File: src/rtl/matrix_commutator_n.sv
// Matrix-converter switch commutation controller: one independent four-step
// current-sign commutation FSM per output phase, with dead times and a latched short fault.
module matrix_commutator_n #(
    parameter int N_OUT = 3,
    parameter int M_IN  = 3,
    parameter int SELW  = 2,
    parameter int TDOFF = 10,
    parameter int TDON  = 2
) (
    input  logic                      clk,
    input  logic                      rst,
    input  logic                      start,
    input  logic                      short,
    input  logic [N_OUT-1:0]          CurrentSign,
    input  logic [N_OUT*SELW-1:0]     DesiredLoad,
    output logic [N_OUT*2*M_IN-1:0]   Sout,
    output logic [N_OUT-1:0]          busy,
    output logic [N_OUT-1:0]          bad_code,
    output logic                      fault
);

    localparam int TMAX = (TDOFF > TDON) ? TDOFF : TDON;
    localparam int TIMW = $clog2(TMAX + 1);
    localparam int FW   = 2 * M_IN;
    localparam logic [TIMW-1:0] TOFF_LD = TIMW'(TDOFF - 1);
    localparam logic [TIMW-1:0] TON_LD  = TIMW'(TDON - 1);
    localparam logic [SELW:0]   MAX_CODE = (SELW + 1)'(M_IN);

    typedef enum logic [2:0] {
        ST_OFF    = 3'd0,
        ST_ONWAIT = 3'd1,
        ST_CONN   = 3'd2,
        ST_STEP1  = 3'd3,
        ST_STEP2  = 3'd4,
        ST_STEP3  = 3'd5
    } state_t;

    // Places a two-bit device pattern on pair k of one output field.
    function automatic logic [FW-1:0] pair_f(input logic [SELW-1:0] k, input logic [1:0] v);
        logic [FW-1:0] f;
        f = '0;
        for (int j = 1; j <= M_IN; j++) begin
            if (k == SELW'(j)) begin
                f[2*(M_IN-j) +: 2] = v;
            end else begin
                f = f;
            end
        end
        return f;
    endfunction

    logic fault_q;
    logic trip_s;

    assign trip_s = fault_q | short;
    assign fault  = fault_q;

    // Short-circuit latch, cleared only by reset.
    always_ff @(posedge clk or posedge rst) begin
        if (rst) begin
            fault_q <= 1'b0;
        end else if (short) begin
            fault_q <= 1'b1;
        end else begin
            fault_q <= fault_q;
        end
    end

    for (genvar n = 0; n < N_OUT; n++) begin : g_out
        logic [SELW-1:0] tgt_s;
        logic            tgt_bad_s;
        logic            sign_s;
        logic [1:0]      dev_now_s;
        logic [1:0]      dev_lat_s;
        state_t          state_q;
        logic [TIMW-1:0] tim_q;
        logic [SELW-1:0] cur_q;
        logic [SELW-1:0] nxt_q;
        logic            sgn_q;
        logic [FW-1:0]   field_q;
        logic            busy_q;
        logic            bad_q;

        // Target decode; the conducting device is forward for positive current.
        always_comb begin
            tgt_s     = '0;
            dev_now_s = 2'b01;
            dev_lat_s = 2'b01;
            if (start) begin
                tgt_s = DesiredLoad[(N_OUT-1-n)*SELW +: SELW];
            end else begin
                tgt_s = '0;
            end
            tgt_bad_s = ({1'b0, tgt_s} > MAX_CODE);
            sign_s    = CurrentSign[N_OUT-1-n];
            if (sign_s) begin
                dev_now_s = 2'b10;
            end else begin
                dev_now_s = 2'b01;
            end
            if (sgn_q) begin
                dev_lat_s = 2'b10;
            end else begin
                dev_lat_s = 2'b01;
            end
        end

        // Per-output commutation FSM with registered gate field and flags.
        always_ff @(posedge clk or posedge rst) begin
            if (rst) begin
                state_q <= ST_OFF;
                tim_q   <= '0;
                cur_q   <= '0;
                nxt_q   <= '0;
                sgn_q   <= 1'b0;
                field_q <= '0;
                busy_q  <= 1'b0;
                bad_q   <= 1'b0;
            end else begin
                bad_q <= bad_q | tgt_bad_s;
                if (trip_s) begin
                    state_q <= ST_OFF;
                    tim_q   <= '0;
                    field_q <= '0;
                    busy_q  <= 1'b0;
                end else begin
                    case (state_q)
                        ST_OFF: begin
                            field_q <= '0;
                            if (!tgt_bad_s && (tgt_s != '0)) begin
                                state_q <= ST_ONWAIT;
                                nxt_q   <= tgt_s;
                                tim_q   <= TON_LD;
                            end
                        end
                        ST_ONWAIT: begin
                            if (!tgt_bad_s && (tgt_s == '0)) begin
                                state_q <= ST_OFF;
                                tim_q   <= '0;
                            end else if (!tgt_bad_s && (tgt_s != nxt_q)) begin
                                nxt_q <= tgt_s;
                                tim_q <= TON_LD;
                            end else if (tim_q == '0) begin
                                state_q <= ST_CONN;
                                cur_q   <= nxt_q;
                                field_q <= pair_f(nxt_q, 2'b11);
                            end else begin
                                tim_q <= tim_q - 1'b1;
                            end
                        end
                        ST_CONN: begin
                            if (tgt_bad_s || (tgt_s == cur_q)) begin
                                state_q <= ST_CONN;
                            end else if (tgt_s == '0) begin
                                state_q <= ST_OFF;
                                field_q <= '0;
                            end else begin
                                // Keep only the outgoing conducting device.
                                state_q <= ST_STEP1;
                                nxt_q   <= tgt_s;
                                sgn_q   <= sign_s;
                                busy_q  <= 1'b1;
                                tim_q   <= TOFF_LD;
                                field_q <= pair_f(cur_q, dev_now_s);
                            end
                        end
                        ST_STEP1: begin
                            if (tim_q == '0) begin
                                state_q <= ST_STEP2;
                                tim_q   <= TON_LD;
                                field_q <= pair_f(cur_q, dev_lat_s) | pair_f(nxt_q, dev_lat_s);
                            end else begin
                                tim_q <= tim_q - 1'b1;
                            end
                        end
                        ST_STEP2: begin
                            if (tim_q == '0) begin
                                state_q <= ST_STEP3;
                                tim_q   <= TOFF_LD;
                                field_q <= pair_f(nxt_q, dev_lat_s);
                            end else begin
                                tim_q <= tim_q - 1'b1;
                            end
                        end
                        ST_STEP3: begin
                            if (tim_q == '0) begin
                                state_q <= ST_CONN;
                                cur_q   <= nxt_q;
                                busy_q  <= 1'b0;
                                field_q <= pair_f(nxt_q, 2'b11);
                            end else begin
                                tim_q <= tim_q - 1'b1;
                            end
                        end
                        default: begin
                            state_q <= ST_OFF;
                            tim_q   <= '0;
                            field_q <= '0;
                            busy_q  <= 1'b0;
                        end
                    endcase
                end
            end
        end

        assign Sout[(N_OUT-1-n)*FW +: FW] = field_q;
        assign busy[N_OUT-1-n]            = busy_q;
        assign bad_code[N_OUT-1-n]        = bad_q;
    end

endmodule

File: config.mk
export PLATFORM = sky130hd
export DESIGN_NAME = matrix_commutator_n
export DESIGN_NICKNAME = d
export VERILOG_FILES = /design/src/rtl/matrix_commutator_n.sv
export SDC_FILE = /design/constraint.sdc
export NUM_CORES = 1
export LEC_CHECK = 0
export BUFFER_PORTS_ARGS = -buffer_cell sky130_fd_sc_hd__buf_2
export CORE_MARGIN = 8
export CORE_UTILIZATION = 25
export CTS_BUF_LIST = sky130_fd_sc_hd__clkbuf_2
export CTS_CLUSTER_DIAMETER = 60
export DETAILED_ROUTE_END_ITERATION = 8
export PLACE_DENSITY = 0.52
export SLEW_MARGIN = 40
export SYNTH_ARGS = -nofsm -noshare
export SYNTH_HDL_FRONTEND = slang
export SYNTH_SLANG_ARGS = --single-unit
File: constraint.sdc
create_clock -name clk -period 2.25 [get_ports clk]
set_clock_uncertainty 0.05 [all_clocks]
set_input_delay 0.1125 -clock clk [delete_from_list [all_inputs] [get_ports clk]]
set_output_delay 0.1125 -clock clk [all_outputs]
set_load 0.005 [all_outputs]
# [Word level (Yosys, flattened, before mapping)]
# Cells that the tools add are included.
[op_classes] addsub=3 eq_ne=87 mux=213 n_bitwise=11 n_reduce_logical=42
[op_table] cell="2-bit 2-to-1 mux" count=93
[op_table] cell="4-bit 2-to-1 mux" count=45
[op_table] cell="6-bit 2-to-1 mux" count=24
[op_table] cell="6-bit case mux with 5 select lines" count=3
[op_table] cell="3-bit != test (second input constant)" count=24
[op_table] cell="4-bit case mux with 6 select lines" count=3
[op_table] cell="3-bit 2-to-1 mux" count=21
[op_table] cell="3-bit case mux with 6 select lines" count=3
[op_table] cell="4-bit AND reduction" count=12
[op_table] cell="2-bit != test (second input constant)" count=18
[op_table] cell="2-bit == test (second input constant)" count=12
[op_table] cell="7-bit AND reduction" count=3
[op_table] cell="3-bit by 2-bit == test with 1-bit output (second input constant)" count=6
[op_table] cell="3-bit == test (second input constant)" count=6
[op_table] cell="6-bit bitwise OR" count=3
[op_table] cell="2-bit case mux with 3 select lines" count=3
[op_table] cell="5-bit AND reduction" count=3
[op_table] cell="2-bit by 1-bit == test with 1-bit output (second input constant)" count=6
[op_table] cell="4-bit zero test" count=3
[op_table] cell="1-bit 2-to-1 mux" count=12
[op_table] cell="4-bit != test (second input constant)" count=3
[op_table] cell="2-bit case mux with 2 select lines" count=3
[op_table] cell="2-bit nonzero test" count=6
[op_table] cell="4-bit OR reduction" count=3
[op_table] cell="other kinds (12)" count=38
[totals] ff_bits=58 in_bits=13 output_inout_bits=25 word_cells=378

# [Longest topological paths before layout]
# Gate-level depths: netlist of run 1.
[depth] ltp_word=9 mapped_depth=11 ltp_nobuf=11

# [Worst setup path after synthesis of run 1]
# No wires, ideal clock.
[synth_path] path_type="register to register" startpoint="register g_out[2].tim_q[0]" endpoint="register g_out[2].cur_q[1]" setup_time_ns=0.127 t_arrival_ns=1.907 t_required_ns=2.073 setup_slack_ns=0.166 stages_incl_launch_ff=10 path_buffers=0 synth_period_minus_slack_ns=2.084 cell_sequence="dfrtp_1 -> inv_1 -> ha_1 -> nand2b_1 -> nor2_2 -> inv_1 -> a22oi_1 -> o31ai_2 -> and3b_2 -> mux2_1"
[synth_via] elab_chain_cells=5
[synth_rtl] item="start, declared" line="76" rtl="logic [TIMW-1:0] tim_q;"
[synth_rtl] item="start signal, assigned" line="148" rtl="tim_q <= tim_q - 1'b1;"
[synth_rtl] item="start signal, assigned" line="173" rtl="tim_q <= tim_q - 1'b1;"
[synth_rtl] item="start signal, assigned" line="182" rtl="tim_q <= tim_q - 1'b1;"
[synth_rtl] item="4-bit zero test *" line="143, 186"
[synth_rtl] item="2-bit 2-to-1 mux *"
[synth_rtl] item="2-bit 2-to-1 mux (2 in a row)"
[synth_rtl] item="2-bit case mux with 2 select lines *"
[synth_rtl] item="end signal, assigned" line="145" rtl="cur_q <= nxt_q;"
[synth_rtl] item="end signal, assigned" line="188" rtl="cur_q <= nxt_q;"
[synth_rtl] item="end, declared" line="77" rtl="logic [SELW-1:0] cur_q;"
# Mark *: on every way between the ends. The rest lies on a longest branch, timed or not. The select of a mux whose other input is x is not followed.
# A chain may end at the register's enable or synchronous reset.

# [Final worst setup path of run 1]
[layout_path] startpoint="register g_out[1].tim_q[0]" endpoint="register g_out[1].field_q[2]"
[layout_via] elab_chain_cells=6 word_cells_on_any_way=9 classes_between="eq/ne: 2; mux: 5; reduce/logical: 2"
[layout_rtl] item="start, declared" line="76"
[layout_rtl] item="start signal, assigned" line="148"
[layout_rtl] item="start signal, assigned" line="173"
[layout_rtl] item="start signal, assigned" line="182"
[layout_rtl] item="4-bit zero test *"
[layout_rtl] item="6-bit 2-to-1 mux (3 in a row)"
[layout_rtl] item="6-bit case mux with 5 select lines"
[layout_rtl] item="6-bit 2-to-1 mux"
[layout_rtl] item="end signal, assigned" line="146" rtl="field_q <= pair_f(nxt_q, 2'b11);"
[layout_rtl] item="end signal, assigned" line="164" rtl="field_q <= pair_f(cur_q, dev_now_s);"
[layout_rtl] item="end signal, assigned" line="171" rtl="field_q <= pair_f(cur_q, dev_lat_s) | pair_f(nxt_q, dev_lat_s);"
[layout_rtl] item="end, declared" line="80" rtl="logic [FW-1:0] field_q;"
# Marked as above.

==> metrics.txt, run 1 <==
status=complete, no violations; kind of critical path=reg -> reg; fill count=between 1500 and 2000; final hold vios=0; PortBufs=34; layout cell share with drive strength beyond 1=about a fifth; reg-to-reg critical path startpoint=g_out[1].tim_q[0]; gr ovfl total=0; setup TNS=0 ps; first-pass GRT wire length=around 21 mm; measured slew at the worst slew-check pin=588 ps; synthesis warning total=0; Worst slew margin=60.7%; Synth Area in Adders=1.66%; Simple-Gate Fraction of Synth Area=21.4%; Die H=151 um; Initial Utilization=25.4%; WL/cell=15.2 um; unrepaired setup endpoints after global routing=true; Max H-tree Level=3; DRT Pass-1 Iters=5; max-slew violation count=0; RD Place Congestion=0.884; worst setup margin=around 150 ps; post-DP HPWL=9.44 mm; synth top area cells=dfrtp_1, o21ai_0, nand2_1; post-synthesis mux area share=3.04%; largest net degree at the start of global routing=37; Crit path arrival time=between 2000 and 3000 ps; Final setup viols=0; reg-to-reg critical path endpoint=g_out[1].field_q[2]; Synth Flop Type=dfrtp_1; max cap viols=0; Synth area leader=dfrtp_1; Leakage=2.18 nW; WHS Path Cells=3; Final Cycle Share=slightly above 90%; Commonest cells post-synth=nand2_1, dfrtp_1, o21ai_0; Yosys cell types=between 80 and 90; Finished Core Util=29.6%; CTS sink cnt=58; Hold Crit Endpoint=g_out[2].nxt_q[1]; Synth Area in Compound Gates=33.1%; area grow syn2layout=16.9%; DRT iter0 DRCs=between 300 and 400; Final Instance Area=5290 um^2; CP startpoint kind=flip-flop; Setup Slack @ Placement=55.6 ps; Crit. End Element=flip-flop; number of synthesized flops with an enable pin=0; top-count cell post-synth=nand2_1; initial antenna violation count=1; DRC errors left=0; total die area=22700 um^2; Die Span X=151 um; CTS max path bufs=2; CTS buffer count=9; Syn Area/Cell=just over 8 um^2; nets=624; final WL=12.7 mm; max frequency=476 MHz; Mapped Cells=approximately 560; r2r setup slk=150 ps; via count=4389; root buffer cell=clkbuf_2; vias per inst=5.23; Mapped Area=4520 um^2; #FFs+latches synth=58; Hold Crit Start=start; post-route minimum period=between 2000 and 2500 ps; top-area cell type share of the netlist area=32.1%; io pins=38; reg2reg path depth=9; Clock transition at path regs=~180 ps; Post-Synth XOR/XNOR Area=0.775%; Synth async-reset ratio=between 90% and 100%; core box area=17800 um^2; vias in the first global route=4217; worst-skew pair later-pin latency=500 ps; post-route ant nets=0; largest family of logic cells by synthesized area=compound AO/OA/AOI/OAI gates; Req. time, crit path=2650 ps; CTS tree=yes; GRT Util Overall=a little under an eighth; min-delay worst type=in -> reg; DP Area=4970 um^2; post-synthesis sequential area ratio=32.1%; worst-path maximum fanout=7; VDD IR-drop max=0.178 mV; power density over the cells=~360 nW/um^2; row count=49
## layout make-up
| cell class | instances | area (um^2) | area share [%] |
|---|---|---|---|
| clock buffer | 11 | 55.1 | 1.04 |
| tap | 229 | 287 | 5.42 |
| timing repair buffer | 81 | 568 | 10.7 |
| sequential | 58 | 1450 | 27.5 |
| clock inverter | 4 | 43.8 | 0.828 |
| multi-input combinational | 423 | 2760 | 52.2 |
| inverter | 32 | 120 | 2.27 |
| antenna | 1 | 2.50 | 0.0473 |
## routing by layer
metal  track usage, %  wire (um)  vias up
li1                 -          -     2136
met1             14.6       5710     2118
met2             18.0       6150      108
met3             1.62        508       27
met4             5.95        363        0
met5                0          0        -
## registers in the layout (all words and copies together), names as in the netlist
signal	count
g_out.nxt_q	6
g_out.state_q	9
g_out.sgn_q	3
g_out.busy_q	3
fault	1
g_out.cur_q	6
g_out.tim_q	12
g_out.field_q	18
## where the power goes
part	internal (W)	total (W)	switching, W
logic	0.0000724	0.000185	0.000112
clock network	0.000254	0.000653	0.000399
registers	0.00105	0.00106	0.0000116
## worst max-delay path by stage
stage | slack, ps | startpoint | end | cells past startpoint
after global placement | 140 | g_out[0].tim_q[0] | g_out[0].field_q[0] | 9
after CTS | 50 | g_out[0].tim_q[0] | g_out[0].field_q[0] | 9
after global routing | -40 | g_out[2].tim_q[0] | g_out[2].cur_q[1] | 9
after detailed placement | 60 | g_out[1].tim_q[0] | g_out[1].field_q[0] | 8
final | 150 | g_out[1].tim_q[0] | g_out[1].field_q[2] | 9
after floorplan | 170 | g_out[2].tim_q[0] | g_out[2].cur_q[1] | 9
## stage by stage
step	total power (W)	hold WS, ps	cells
CTS	0.00193	42.6	832
global placement	0.00125	120	804
global route	0.00199	95.5	839
floorplan	0.00120	213	558
finish	0.00190	73.6	839
detailed placement	0.00125	133	804
## layout by cell type, fill, tap and decap left out, types with 3 or more instances in the layout
cell / netlist / routed
mux2i_1: 7 / 7
a32oi_1: 7 / 7
mux2_2: 5 / 5
a32o_1: 3 / 3
buf_4: 9 / 33
nor2_1: 33 / 33
o21ai_1: 7 / 7
nand2_1: 60 / 60
conb_1: 1 / 3
a22oi_1: 6 / 5
nor3b_1: 3 / 3
o22ai_1: 20 / 20
xor2_1: 4 / 4
o21a_1: 3 / 3
a22o_1: 10 / 10
o31ai_1: 10 / 10
clkbuf_2: 1 / 11
nand2b_1: 15 / 15
or3_1: 6 / 6
a21oi_1: 37 / 37
nor3_1: 16 / 16
dfrtp_1: 58 / 57
ha_1: 6 / 4
dlygate4sd3_1: 0 / 13
inv_2: 2 / 3
buf_2: 14 / 34
nand3b_1: 4 / 4
a21o_1: 3 / 3
and2_1: 3 / 3
nand3_1: 6 / 6
nor2b_1: 11 / 10
o21ai_0: 51 / 50
a31oi_1: 9 / 8
a2bb2oi_1: 4 / 4
a211oi_1: 4 / 4
o211ai_1: 7 / 7
inv_1: 30 / 29
## critical path: stages (launching register included)
cell	delay, ps
dfrtp_1	410
inv_1	60
ha_2	200
nor3b_4	160
buf_4	160
or3_1	300
o31ai_1	140
a31oi_1	100
nor2_2	260
a22o_1	200
## timing repair
item / CTS / global route
setup buffers: 0 / 6
gates resized for setup: 1 / 10
hold endpoints to repair: 65 / 0
setup endpoints to repair: 1 / 23
hold buffers: 13 / 0
pin swaps: 0 / 1
## logic make-up (layout without fill, tap and decap cells)
family,Yosys count,in the layout
compound gates,216,216
xor+xnor,4,4
fa+ha+maj,6,6
buf+inv,77,128
flops,58,58
mux,13,13
other cells,1,4
simple gates,181,181
No activity file was read; power rests on OpenSTA's default activity.
==> run 2: changes to the inputs <==
--- a/config.mk
+++ b/config.mk
@@ -11,7 +11,7 @@
 export CTS_BUF_LIST = sky130_fd_sc_hd__clkbuf_2
 export CTS_CLUSTER_DIAMETER = 60
 export DETAILED_ROUTE_END_ITERATION = 8
-export PLACE_DENSITY = 0.52
+export PLACE_DENSITY = 0.41
 export SLEW_MARGIN = 40
 export SYNTH_ARGS = -nofsm -noshare
 export SYNTH_HDL_FRONTEND = slang
==> run 2 against run 1 <==
  * Clock-buffer cell count is 2 lower
  * Highest routed layer unchanged
  * Die area is the same
  * Global-route usage up 0.89 points
  * Clock power rose by 29%
  * Via count rose by 0.64%
  * Final cell count increased by 0.72%
  * Register-to-register slack got worse by 40 ps
  * Worst setup slack worse by 43 ps
==> metrics.txt, run 2 (synthesis results as in run 1) <==
post-route minimum period=2140 ps; final WL=13.4 mm; status=complete, no violations; CTS tree=yes; commonest non-fill, non-tap cells in the layout=nand2_1, dfrtp_1, o21ai_0; CTS sink cnt=just under 60; VDD IR-drop max=0.173 mV; Clock transition at path regs=around 200 ps; DRT Pass-1 Iters=5; Top Registers=g_out.field_q: 18 flops, g_out.tim_q: 12 flops, g_out.state_q: 9 flops; Final Cycle Share=95.2%; setup TNS=0 ps; kind of critical path=reg -> reg; Req. time, crit path=2660 ps; Final Instance Area=5410 um^2; Initial Utilization=25.4%; worst setup margin=107 ps; DRT iter0 DRCs=239; CTS max path bufs=2; via count=about 4400; Die Span X=~150 um; post-route ant nets=0; Crit. End Element=flip-flop; max frequency=467 MHz; Worst slew margin=61.2%; gr ovfl total=0; RD Place Congestion=0.800; DRC errors left=0; post-DP HPWL=9.70 mm; worst-skew pair later-pin latency=570 ps; GRT Util Overall=12.2%; DP Area=5030 um^2; total die area=22700 um^2; worst-path maximum fanout=5; vias in the first global route=4271; first-pass GRT wire length=roughly 22 mm; Leakage=2.21 nW; area grow syn2layout=19.6%; row count=49; multi-input combinational cell area=2800 um^2; CTS buffer count=9; Largest Register=g_out.field_q; root buffer cell=clkbuf_2; max cap viols=0; Crit path arrival time=2550 ps; WL/cell=15.9 um; most common library cell in the layout ignoring fill and taps=nand2_1; Setup Slack @ Placement=64.8 ps; max FFs per register=18; nets=628; initial antenna violation count=1; register area=1450 um^2; layout cell share with drive strength beyond 1=21.3%; Die H=151 um; Max H-tree Level=3; io pins=38; min-delay worst type=in -> async; core box area=17800 um^2; largest net degree at the start of global routing=59; CP startpoint kind=flip-flop; final hold vios=0; PortBufs=34; Final Hold Slack=63.5 ps; max-slew violation count=0; power density over the cells=388 nW/um^2; Final setup viols=0; unrepaired setup endpoints after global routing=false; vias per inst=5.23; measured slew at the worst slew-check pin=~580 ps; fill count=1897
run 2: cell types whose count changed in the layout (fill, tap and decap cells not counted), moves of 2 or more:
cell | previous run | this run
buf_6 | 0 | 2
clkbuf_2 | 11 | 9
clkinvlp_4 | 0 | 2
dlygate4sd3_1 | 13 | 15
ha_1 | 4 | 2
run 2: critical path, cell delays in order (launching register included):
cell and delay (ps):
dfrtp_1 440, inv_1 120, ha_4 170, nand2b_4 60
nor2_2 130, inv_1 110, a22oi_2 200, o31ai_2 110
and3b_2 300, mux2_1 340
run 2: final cells by class:
cell class,count,area share [%]
Inverter,32,2.22
Clock inverter,7,1.73
Sequential cell,58,26.9
Clock buffer,9,0.833
Multi-Input combinational cell,423,51.7
Timing Repair Buffer,85,11.3
Tap cell,229,5.30
Antenna cell,2,0.0925
run 2: final timing paths:
check,startpoint,to,slack (ps),cells past startpoint
max,g_out[2].tim_q[0],g_out[2].cur_q[1],110,9
min,rst,g_out[1].tim_q[0],60,4
max reg2reg,g_out[2].tim_q[0],g_out[2].cur_q[1],110,9
min reg2reg,g_out[2].field_q[4],g_out[2].field_q[4],480,2
max in group asynchronous,rst,g_out[2].field_q[5],1810,4
min in group clk,CurrentSign[2],g_out[0].sgn_q,280,3
run 2: where the power goes:
group          leakage, nW  switching, W  internal, W
Sequential           0.777    0.00000996      0.00105
Clock               0.0779      0.000477     0.000364
Combinational         1.35      0.000120    0.0000786
run 2: what timing repair did:
action | 4_1_cts | 5_1_grt
resized for setup | 0 | 18
endpoints found under the setup margin | 0 | 28
setup buffers | 0 | 1
hold endpoints to repair | 80 | 0
hold buffers | 15 | 0
run 2: stage by stage:
step	total power (W)	util [%]	cells
final	0.00210	30.3	845
after global routing	0.00220	30.3	845
after CTS	0.00215	29.8	842
after detailed placement	0.00126	28.2	811
after global placement	0.00126	28.2	811
after floorplan	0.00120	-	558
run 2: routing by layer:
| metal | wire length (um) | global-route usage (%) | part of all wire (%) |
|---|---|---|---|
| met1 | 6210 | 15.6 | 46 |
| met2 | 6330 | 19.4 | 47 |
| met3 | 594 | 2.34 | 4.4 |
| met4 | 255 | 5.55 | 1.9 |
| met5 | 0 | 0 | 0 |
